<file path="src/rtl/block_redraw_scheduler.sv">
// block_redraw_scheduler: sequences every framebuffer write for the moving block.
// On each accepted sync tick it erases the previously drawn rectangle when the
// block has moved, draws the block at its latched position, and, with the macro
// BLOCK_REDRAW_HUD_EN defined, repaints the chances bar. It emits one pixel per
// clock. Pixels that fall off the 160x120 screen are clipped (plot low) but still
// take their cycle.
module block_redraw_scheduler #(
   parameter int unsigned BLOCK_W   = 20,
   parameter int unsigned BLOCK_H   = 4,
   parameter logic [2:0]  BG_COLOUR = 3'b000,
   parameter logic [2:0]  FG_COLOUR = 3'b111
) (
   input  logic       clk,
   input  logic       resetn,
   input  logic       sync,
   input  logic [7:0] blk_x,
   input  logic [6:0] blk_y,
   input  logic [3:0] chance,
   input  logic [1:0] game_status,
   output logic       plot,
   output logic [7:0] vga_x,
   output logic [6:0] vga_y,
   output logic [2:0] colour,
   output logic       busy,
   output logic       done
);

   localparam logic [5:0] LAST_COL = 6'(BLOCK_W - 1);
   localparam logic [3:0] LAST_ROW = 4'(BLOCK_H - 1);
`ifdef BLOCK_REDRAW_HUD_EN
   // Chances bar: 15 slots of 4 px across x=0..59, two rows tall.
   localparam logic [5:0] HUD_LAST_COL = 6'd59;
   localparam logic [3:0] HUD_LAST_ROW = 4'd1;
   localparam logic [2:0] HUD_COLOUR   = 3'b010;
`endif

   typedef enum logic [2:0] {
      ST_IDLE,
      ST_LATCH,
      ST_ERASE,
      ST_DRAW,
`ifdef BLOCK_REDRAW_HUD_EN
      ST_HUD,
`endif
      ST_DONE
   } state_t;

   state_t     state_q, state_d;
   logic [5:0] col_q, col_d;
   logic [3:0] row_q, row_d;
   logic [7:0] wx_q, wx_d;
   logic [6:0] wy_q, wy_d;
   logic [3:0] wc_q, wc_d;
   logic [7:0] prev_x_q, prev_x_d;
   logic [6:0] prev_y_q, prev_y_d;
   logic       prev_valid_q, prev_valid_d;
   logic       pending_q, pending_d;

   logic       plot_q;
   logic [7:0] vga_x_q;
   logic [6:0] vga_y_q;
   logic [2:0] colour_q;
   logic       busy_q, done_q;

   // Scan bookkeeping and the pixel to present in the next cycle.
   logic [5:0] last_col;
   logic [3:0] last_row;
   logic       scanning, scan_end;
   logic       scan_d;
   logic [8:0] px_d;
   logic [7:0] py_d;
   logic [2:0] colour_d;
   logic       plot_d;

`ifndef BLOCK_REDRAW_HUD_EN
   // The latched chance count only feeds the chances bar.
   logic unused_chance;
   assign unused_chance = ^wc_q;
`endif

   // Next-state, scan counter and next-pixel computation.
   always_comb begin
      state_d      = state_q;
      col_d        = col_q;
      row_d        = row_q;
      wx_d         = wx_q;
      wy_d         = wy_q;
      wc_d         = wc_q;
      prev_x_d     = prev_x_q;
      prev_y_d     = prev_y_q;
      prev_valid_d = prev_valid_q;
      // A sync that arrives while a redraw is in flight is remembered once.
      pending_d    = pending_q | (sync & (state_q != ST_IDLE));

      last_col = LAST_COL;
      last_row = LAST_ROW;
`ifdef BLOCK_REDRAW_HUD_EN
      if (state_q == ST_HUD) begin
         last_col = HUD_LAST_COL;
         last_row = HUD_LAST_ROW;
      end
      scanning = (state_q == ST_ERASE) || (state_q == ST_DRAW) || (state_q == ST_HUD);
`else
      scanning = (state_q == ST_ERASE) || (state_q == ST_DRAW);
`endif
      scan_end = (col_q == last_col) && (row_q == last_row);

      // Column is the inner loop; both counters return to zero at scan end.
      if (scanning) begin
         if (col_q == last_col) begin
            col_d = '0;
            row_d = scan_end ? 4'd0 : row_q + 4'd1;
         end else begin
            col_d = col_q + 6'd1;
         end
      end

      case (state_q)
         ST_IDLE: begin
            if (sync || pending_q) begin
               pending_d = 1'b0;
               // Ticks during game over are dropped.
               if (game_status != 2'b11) state_d = ST_LATCH;
            end
         end
         ST_LATCH: begin
            wx_d = blk_x;
            wy_d = blk_y;
            wc_d = chance;
            if (prev_valid_q && ({prev_x_q, prev_y_q} != {blk_x, blk_y}))
               state_d = ST_ERASE;
            else
               state_d = ST_DRAW;
         end
         ST_ERASE: begin
            if (scan_end) state_d = ST_DRAW;
         end
         ST_DRAW: begin
            if (scan_end) begin
               prev_x_d     = wx_q;
               prev_y_d     = wy_q;
               prev_valid_d = 1'b1;
`ifdef BLOCK_REDRAW_HUD_EN
               state_d = ST_HUD;
`else
               state_d = ST_DONE;
`endif
            end
         end
`ifdef BLOCK_REDRAW_HUD_EN
         ST_HUD: begin
            if (scan_end) state_d = ST_DONE;
         end
`endif
         ST_DONE:  state_d = ST_IDLE;
         default:  state_d = ST_IDLE;
      endcase

      // Pixel for the state being entered, so outputs line up with that state.
      px_d     = '0;
      py_d     = '0;
      colour_d = '0;
      scan_d   = 1'b0;
      case (state_d)
         ST_ERASE: begin
            px_d     = {1'b0, prev_x_q} + {3'b000, col_d};
            py_d     = {1'b0, prev_y_q} + {4'b0000, row_d};
            colour_d = BG_COLOUR;
            scan_d   = 1'b1;
         end
         ST_DRAW: begin
            px_d     = {1'b0, wx_d} + {3'b000, col_d};
            py_d     = {1'b0, wy_d} + {4'b0000, row_d};
            colour_d = FG_COLOUR;
            scan_d   = 1'b1;
         end
`ifdef BLOCK_REDRAW_HUD_EN
         ST_HUD: begin
            px_d     = {3'b000, col_d};
            py_d     = {4'b0000, row_d};
            colour_d = (col_d[5:2] < wc_d) ? HUD_COLOUR : BG_COLOUR;
            scan_d   = 1'b1;
         end
`endif
         default: ;
      endcase
      plot_d = scan_d && (px_d < 9'd160) && (py_d < 8'd120);
   end

   // FSM state, working registers and registered pixel outputs.
   always_ff @(posedge clk or negedge resetn) begin
      if (!resetn) begin
         state_q      <= ST_IDLE;
         col_q        <= '0;
         row_q        <= '0;
         wx_q         <= '0;
         wy_q         <= '0;
         wc_q         <= '0;
         prev_x_q     <= '0;
         prev_y_q     <= '0;
         prev_valid_q <= 1'b0;
         pending_q    <= 1'b0;
         plot_q       <= 1'b0;
         vga_x_q      <= '0;
         vga_y_q      <= '0;
         colour_q     <= '0;
         busy_q       <= 1'b0;
         done_q       <= 1'b0;
      end else begin
         state_q      <= state_d;
         col_q        <= col_d;
         row_q        <= row_d;
         wx_q         <= wx_d;
         wy_q         <= wy_d;
         wc_q         <= wc_d;
         prev_x_q     <= prev_x_d;
         prev_y_q     <= prev_y_d;
         prev_valid_q <= prev_valid_d;
         pending_q    <= pending_d;
         plot_q       <= plot_d;
         vga_x_q      <= px_d[7:0];
         vga_y_q      <= py_d[6:0];
         colour_q     <= colour_d;
         busy_q       <= (state_d != ST_IDLE);
         done_q       <= (state_d == ST_DONE);
      end
   end

   assign plot   = plot_q;
   assign vga_x  = vga_x_q;
   assign vga_y  = vga_y_q;
   assign colour = colour_q;
   assign busy   = busy_q;
   assign done   = done_q;

endmodule

</file>
<file path="config.mk">
export PLATFORM = sky130hd
export DESIGN_NAME = block_redraw_scheduler
export DESIGN_NICKNAME = d
export VERILOG_FILES = /design/src/rtl/block_redraw_scheduler.sv
export SDC_FILE = /design/constraint.sdc
export NUM_CORES = 1
export LEC_CHECK = 0
export ABC_AREA = 1
export BUFFER_PORTS_ARGS = -buffer_cell sky130_fd_sc_hd__clkbuf_2
export CORE_ASPECT_RATIO = 1.4
export CORE_MARGIN = 4
export CORE_UTILIZATION = 50
export DETAILED_ROUTE_END_ITERATION = 16
export GPL_TIMING_DRIVEN = 0
export PLACE_DENSITY_LB_ADDON = 0.12
export SLEW_MARGIN = 25
export SYNTH_ARGS = -nofsm -noshare
export SYNTH_HDL_FRONTEND = slang
export SYNTH_SLANG_ARGS = --single-unit
</file>
<file path="constraint.sdc">
create_clock -name clk -period 6 [get_ports clk]
set_input_delay 0 -clock clk [delete_from_list [all_inputs] [get_ports clk]]
set_output_delay 0 -clock clk [all_outputs]
set_load 0.01 [all_outputs]
</file>
== Word-level counts from Yosys, hierarchy flattened ==
Cells that the tools add are included.

* Bits in registers: 66
* Output and inout bits: 21
* Logic and storage cells: 65

* Add/subtract/negate cells: 6
* $lt $le $gt $ge: 2
* Eq/ne operators: 10
* Multiplexer cells: 19
* Bitwise operators: 2
* Reductions and logical operators: 11

{| class="wikitable"
|+ Operators by type and width
! operator !! count
|-
| $add A8 B6 Y9 || 2
|-
| $pmux W9 S2 || 1
|-
| $add A7 B4 Y8 || 2
|-
| $pmux W8 S2 || 1
|-
| $mux W3 || 5
|-
| $ne A15 B15 Y1 || 1
|-
| $eq A3 B2 Y1 const B || 4
|-
| $mux W4 || 3
|-
| $mux W6 || 2
|-
| $pmux W3 S4 || 1
|-
| $lt A9 B8 Y1 const B || 1
|-
| $lt A8 B7 Y1 const B || 1
|-
| $mux W8 || 1
|-
| $mux W7 || 1
|-
| $add A6 B1 Y6 const B || 1
|-
| $eq A6 B5 Y1 const B || 1
|-
| $reduce_bool A3 Y1 || 2
|-
| $add A4 B1 Y4 const B || 1
|-
| $eq A4 B2 Y1 const B || 1
|-
| $logic_and A1 B1 Y1 || 4
|-
| $mux W1 || 4
|-
| $eq A3 B1 Y1 const B || 1
|-
| $eq A3 B3 Y1 const B || 1
|-
| $logic_not A3 Y1 || 1
|-
| 6 further kinds || 7
|}

== Logic depth before layout (Yosys ltp) ==
* Depth in word-level cells: 9
* Gate-level depth with buffers: 29
* Gate-level depth less buffers: 28

== Worst setup path before layout ==
Ideal clock, no wire load.

* Path kind: flip-flop to flip-flop
* Start point: register row_q[0]
* End point: register plot_q (netlist: plot)
* Library setup time: 115 ps
* Arrival time: 3114 ps
* Required time: 5885 ps
* Path slack: 2771 ps
* Stages on the path, launching flop included: 24
* Clock period less this slack: 3229 ps
* Cells stage by stage: dfrtp_1 > ha_1 > inv_1 > nor3_2 > nand2_2 > nand2_2 > nor2_1 > nor3_4 > nand2_4 > nand2_8 > inv_1 > buf_2 > o21ai_0 > ha_1 > inv_1 > fa_1 > o31ai_1 > inv_1 > nand3_1 > nand2_1 > nor2_1 > nand2_1 > nor2_1 > nor2_1

* Word-level cells in the longest chain between the ends: 9

{| class="wikitable"
|+ Ends and longest elaborated chain
! element !! RTL line !! text
|-
| start: declaration || 50 || <nowiki>logic [3:0] row_q, row_d;</nowiki>
|-
| start signal: assignment || 212 || <nowiki>row_q <= row_d;</nowiki>
|-
| $eq A4 B2 Y1 (*) || 106 || <nowiki>scan_end = (col_q == last_col) && (row_q == last_row);</nowiki>
|-
| $logic_and A1 B1 Y1 (*) || 106 ||
|-
| $mux W3 (on tied branches) || 139, 136 ||
|-
| $pmux W3 S4 (*) || 118 || <nowiki>case (state_q)</nowiki>
|-
| named net state_d[0] || 48 || <nowiki>state_t state_q, state_d;</nowiki>
|-
| $eq A3 B2 Y1 || 164 || <nowiki>case (state_d)</nowiki>
|-
| $pmux W9 S2 or $reduce_or A2 Y1 (tied branches) || - ||
|-
| $lt A9 B8 Y1 or $mux W1 (tied branches) || 187, 164 ||
|-
| $logic_and A1 B1 Y1 || 187 || <nowiki>plot_d = scan_d && (px_d < 9'd160) && (py_d < 8'd120);</nowiki>
|-
| $logic_and A1 B1 Y1 (*) || 187 ||
|-
| named net plot_d || 73 || <nowiki>logic plot_d;</nowiki>
|-
| end signal: assignment || 220 || <nowiki>plot_q <= plot_d;</nowiki>
|-
| end: declaration || 59 || <nowiki>logic plot_q;</nowiki>
|}

Mark *: on every way through the listed nets, which the timed path passes. The rest lies on a longest branch.
A chain may end at the register's enable or synchronous reset.

== Worst setup path in the final report ==
Ends and elaborated chain as after synthesis.

==> metrics.md <==
| Metric | Value |
|---|---|
| Max H-tree Level | 3 |
| Syn Inst Count | 442 |
| Sink Count | 64 |
| Register area | ~1600 sq um |
| DRC Markers | 0 |
| Layout cells sized above 1 | 0.173 |
| Sw Share | 0.418 |
| Clock-pin slew on the worst setup and hold paths | approximately 0.07 ns |
| Yosys warns | 0 |
| Area Growth Syn to Fin | 18.5% |
| Initial antenna violation count | 0 |
| Top-area cell type share of the netlist area | 0.461 |
| Critical Path Source Type | flop |
| Global Route Usage Sum | 0.200 |
| IO Count | between 40 and 50 |
| Worst clock skew | between 0.006 and 0.007 ns |
| Flop pwr share | 0.353 |
| CTS buffer count | 9 |
| FF+latch count, synth | 64 |
| Post-route ant nets | 0 |
| Final hold violation count | 0 |
| PortBufs | 40 |
| Synth Flop Type | dfrtp_1 |
| Commonest cells after routing, fill and taps aside | 128 x nand2_1, 65 x inv_1, 64 x dfrtp_1, 46 x o21ai_0, 39 x clkbuf_2 |
| Footprint of the multi-input gates | around 1500 sq um |
| Register area share after synthesis | 0.461 |
| Core area | ~6700 sq um |
| Worst Setup End Kind | flop |
| Resize count post-CTS | 0 |
| Reg2Reg Setup Slack | between 1.5 and 2 ns |
| Fin crit share | 0.676 |
| WP data required | 6.23 ns |
| Post-synth EDFFs | 0 |
| Tightest Pin Transition | ~0.5 ns |
| Final min period | about 4 ns |
| RSZ-0062 raised after global routing | no |
| Diode count | 0 |
| Slew Viols, Final | 0 |
| Synthesized net count | between 400 and 500 |
| Buffer depth of the longest clock path | 2 |
| DR iter-0 viols | around 130 |
| Final total power | 1.83 mW |
| Area leader, netlist | dfrtp_1 |
| Setup bufs post-CTS | 0 |
| Die area | ~8400 sq um |
| Switching pwr | between 0.7 and 0.8 mW |
| Setup CP Type | reg2reg |
| Detailed placement HPWL | ~5700 microns |
| Global-route wire length before repair | around 13000 microns |
| Int Power | around 1.1 mW |
| Largest net degree at the start of global routing | 34 |
| Area contributors post-synth | dfrtp_1 46%, nand2_1 14%, inv_1 7.0% |
| DR WL/cell | around 12 microns |
| GRT overflow | 0 |
| Metal2 WL | approximately 3600 microns |
| M1 WL | approximately 3400 microns |
| Peak VDD IR | 0.000210 V |
| Setup TNS | 0 ns |
| Post-synth cell types | 38 |
| Tightest Hold Check Type | in2reg |
| Initial Utilization | 0.522 |
| Final setup fails | 0 |
| Vias/cell | approximately 4.8 |
| Router iterations before antenna repair | 4 |
| Pwr/cell area | 445 nW/um^2 |
| Layout Cells excl Fill | roughly 610 |
| Syn_area_per_cell | 7.87 sq um |
| Top Layer Used | met4 |
| Vias in the first global route | ~2800 |
| Fill count | approximately 600 |
| Fin nets | ~550 |
| Crit-path max FO | 10 |
| Die Wd | just under 80 microns |
| CTS tree | done |
| Static leakage | about 2.2 nW |
| Max Fclk | between 200 and 250 MHz |
| Vias post-DR | 2920 |
| Combinational share of power | 0.474 |
| Placed cell count | about 580 |
| WP data arrival | ~4.3 ns |
| Synth Cell Area | 3480 sq um |
| Clock power frac | 0.173 |
| Most common cell after layout, fill and taps aside | nand2_1 |
| Final wirelength | 7380 microns |
| Number of max-cap violations | 0 |
| Die Ht | between 100 and 150 microns |
| Post-cts hold buffer count | 14 |
| Root buf cell | clkbuf_8 |
| Clock Latency Late Sink | about 0.33 ns |
| Row Count | 35 |
| Asr flop ratio synth | 1.00 |
| Gpl congestion | ~0.86 |
| Met3 WL post-DR | 201 microns |
| Status | finished, final reports clean |
| Slew HR | 0.665 |
kinds of logic after synthesis:
group	count (synthesis)	synth area share
AO/OA/AOI/OAI	65	0.100
buffers and inverters	82	0.0939
adder cells (fa/ha/maj)	15	0.0583
XOR/XNOR	6	0.0151
AND/OR/NAND/NOR	210	0.272
flip-flops	64	0.461
synth_stat cells (all sizes together) (2+ instances only):
library cell,instances
a21oi,11
buf,9
clkbuf,3
clkinv,2
dfrtp,64
fa,2
ha,13
inv,68
nand2,138
nand3,22
nand4,4
nor2,34
nor3,5
o21ai,48
o21bai,2
or2,3
xor2,5
final cells by class:
type / instances / area share
Buffer: 12 / 0.0155
Clock buffer: 12 / 0.0352
Clock inverter: 4 / 0.00486
Inverter: 70 / 0.0638
Multi-Input combinational cell: 296 / 0.376
Sequential cell: 64 / 0.389
Tap cell: 92 / 0.0279
Timing Repair Buffer: 55 / 0.0881
power groups by stage:
stage	Combinational, mW	Sequential, mW	Clock (mW)
floorplan	0.604	0.673	0
global placement	0.843	0.649	0
detailed placement	0.869	0.655	0
CTS	0.880	0.648	0.327
global route	1.01	0.667	0.349
finish	0.870	0.647	0.317
metrics by stage:
stage	area (sq um)	setup slack [ns]	utilization	hold slack [ns]
5_1_grt	4120	1.63	0.619	0.0155
4_1_cts	4120	1.93	0.619	0.00139
6_report	4120	1.94	0.619	0.0169
3_3_place_gp	3790	1.95	0.570	0.262
2_1_floorplan	3480	2.77	-	-0.296
3_5_place_dp	3810	1.96	0.573	0.00351
registers in the layout, summed over array words and instances (netlist names), 3 cells and up:
register / cells
col_q: 6
prev_x_q: 8
prev_y_q: 7
row_q: 4
state_q: 3
vga_x: 8
vga_y: 7
wx_q: 8
wy_q: 7
final timing paths:
kind                                            end  depth (start not counted)                     start
max                                  plot$_DFF_PN0_                         26        row_q[0]$_DFF_PN0_
min                               wx_q[7]$_DFF_PN0_                          3                  blk_x[7]
max reg2reg                          plot$_DFF_PN0_                         26        row_q[0]$_DFF_PN0_
min reg2reg                prev_valid_q$_DFFE_PN0P_                          1  prev_valid_q$_DFFE_PN0P_
max in group asynchronous         wy_q[4]$_DFF_PN0_                          3                    resetn
min in group asynchronous        vga_x[1]$_DFF_PN0_                          2                    resetn
worst max-delay path, stage by stage (launching register included):
cell and delay [ns]:
dfrtp_1 0.39, ha_1 0.18, inv_1 0.06, nor3_2 0.18, nand2_2 0.11, nand2_2 0.08
nor2_1 0.06, nor3_4 0.18, nand2_4 0.16, nand2_8 0.13, inv_1 0.09, buf_2 0.19
o21ai_0 0.35, ha_1 0.25, inv_1 0.06, fa_1 0.35, inv_1 0.09, nand3_1 0.07
nand2_1 0.09, nand2_1 0.07, o21ai_0 0.33, nand3b_1 0.16, nand2_1 0.08, nand2_1 0.06
nand2_1 0.05, nand2_1 0.08, nor2_1 0.05
routing by layer:
metal | GRT usage | vias up
met5 | 0 | -
met4 | 0.0875 | 0
met3 | 0.0353 | 15
met2 | 0.331 | 53
met1 | 0.256 | 1339
li1 | - | 1513
Note: power is estimated with default switching activity, not from simulation.
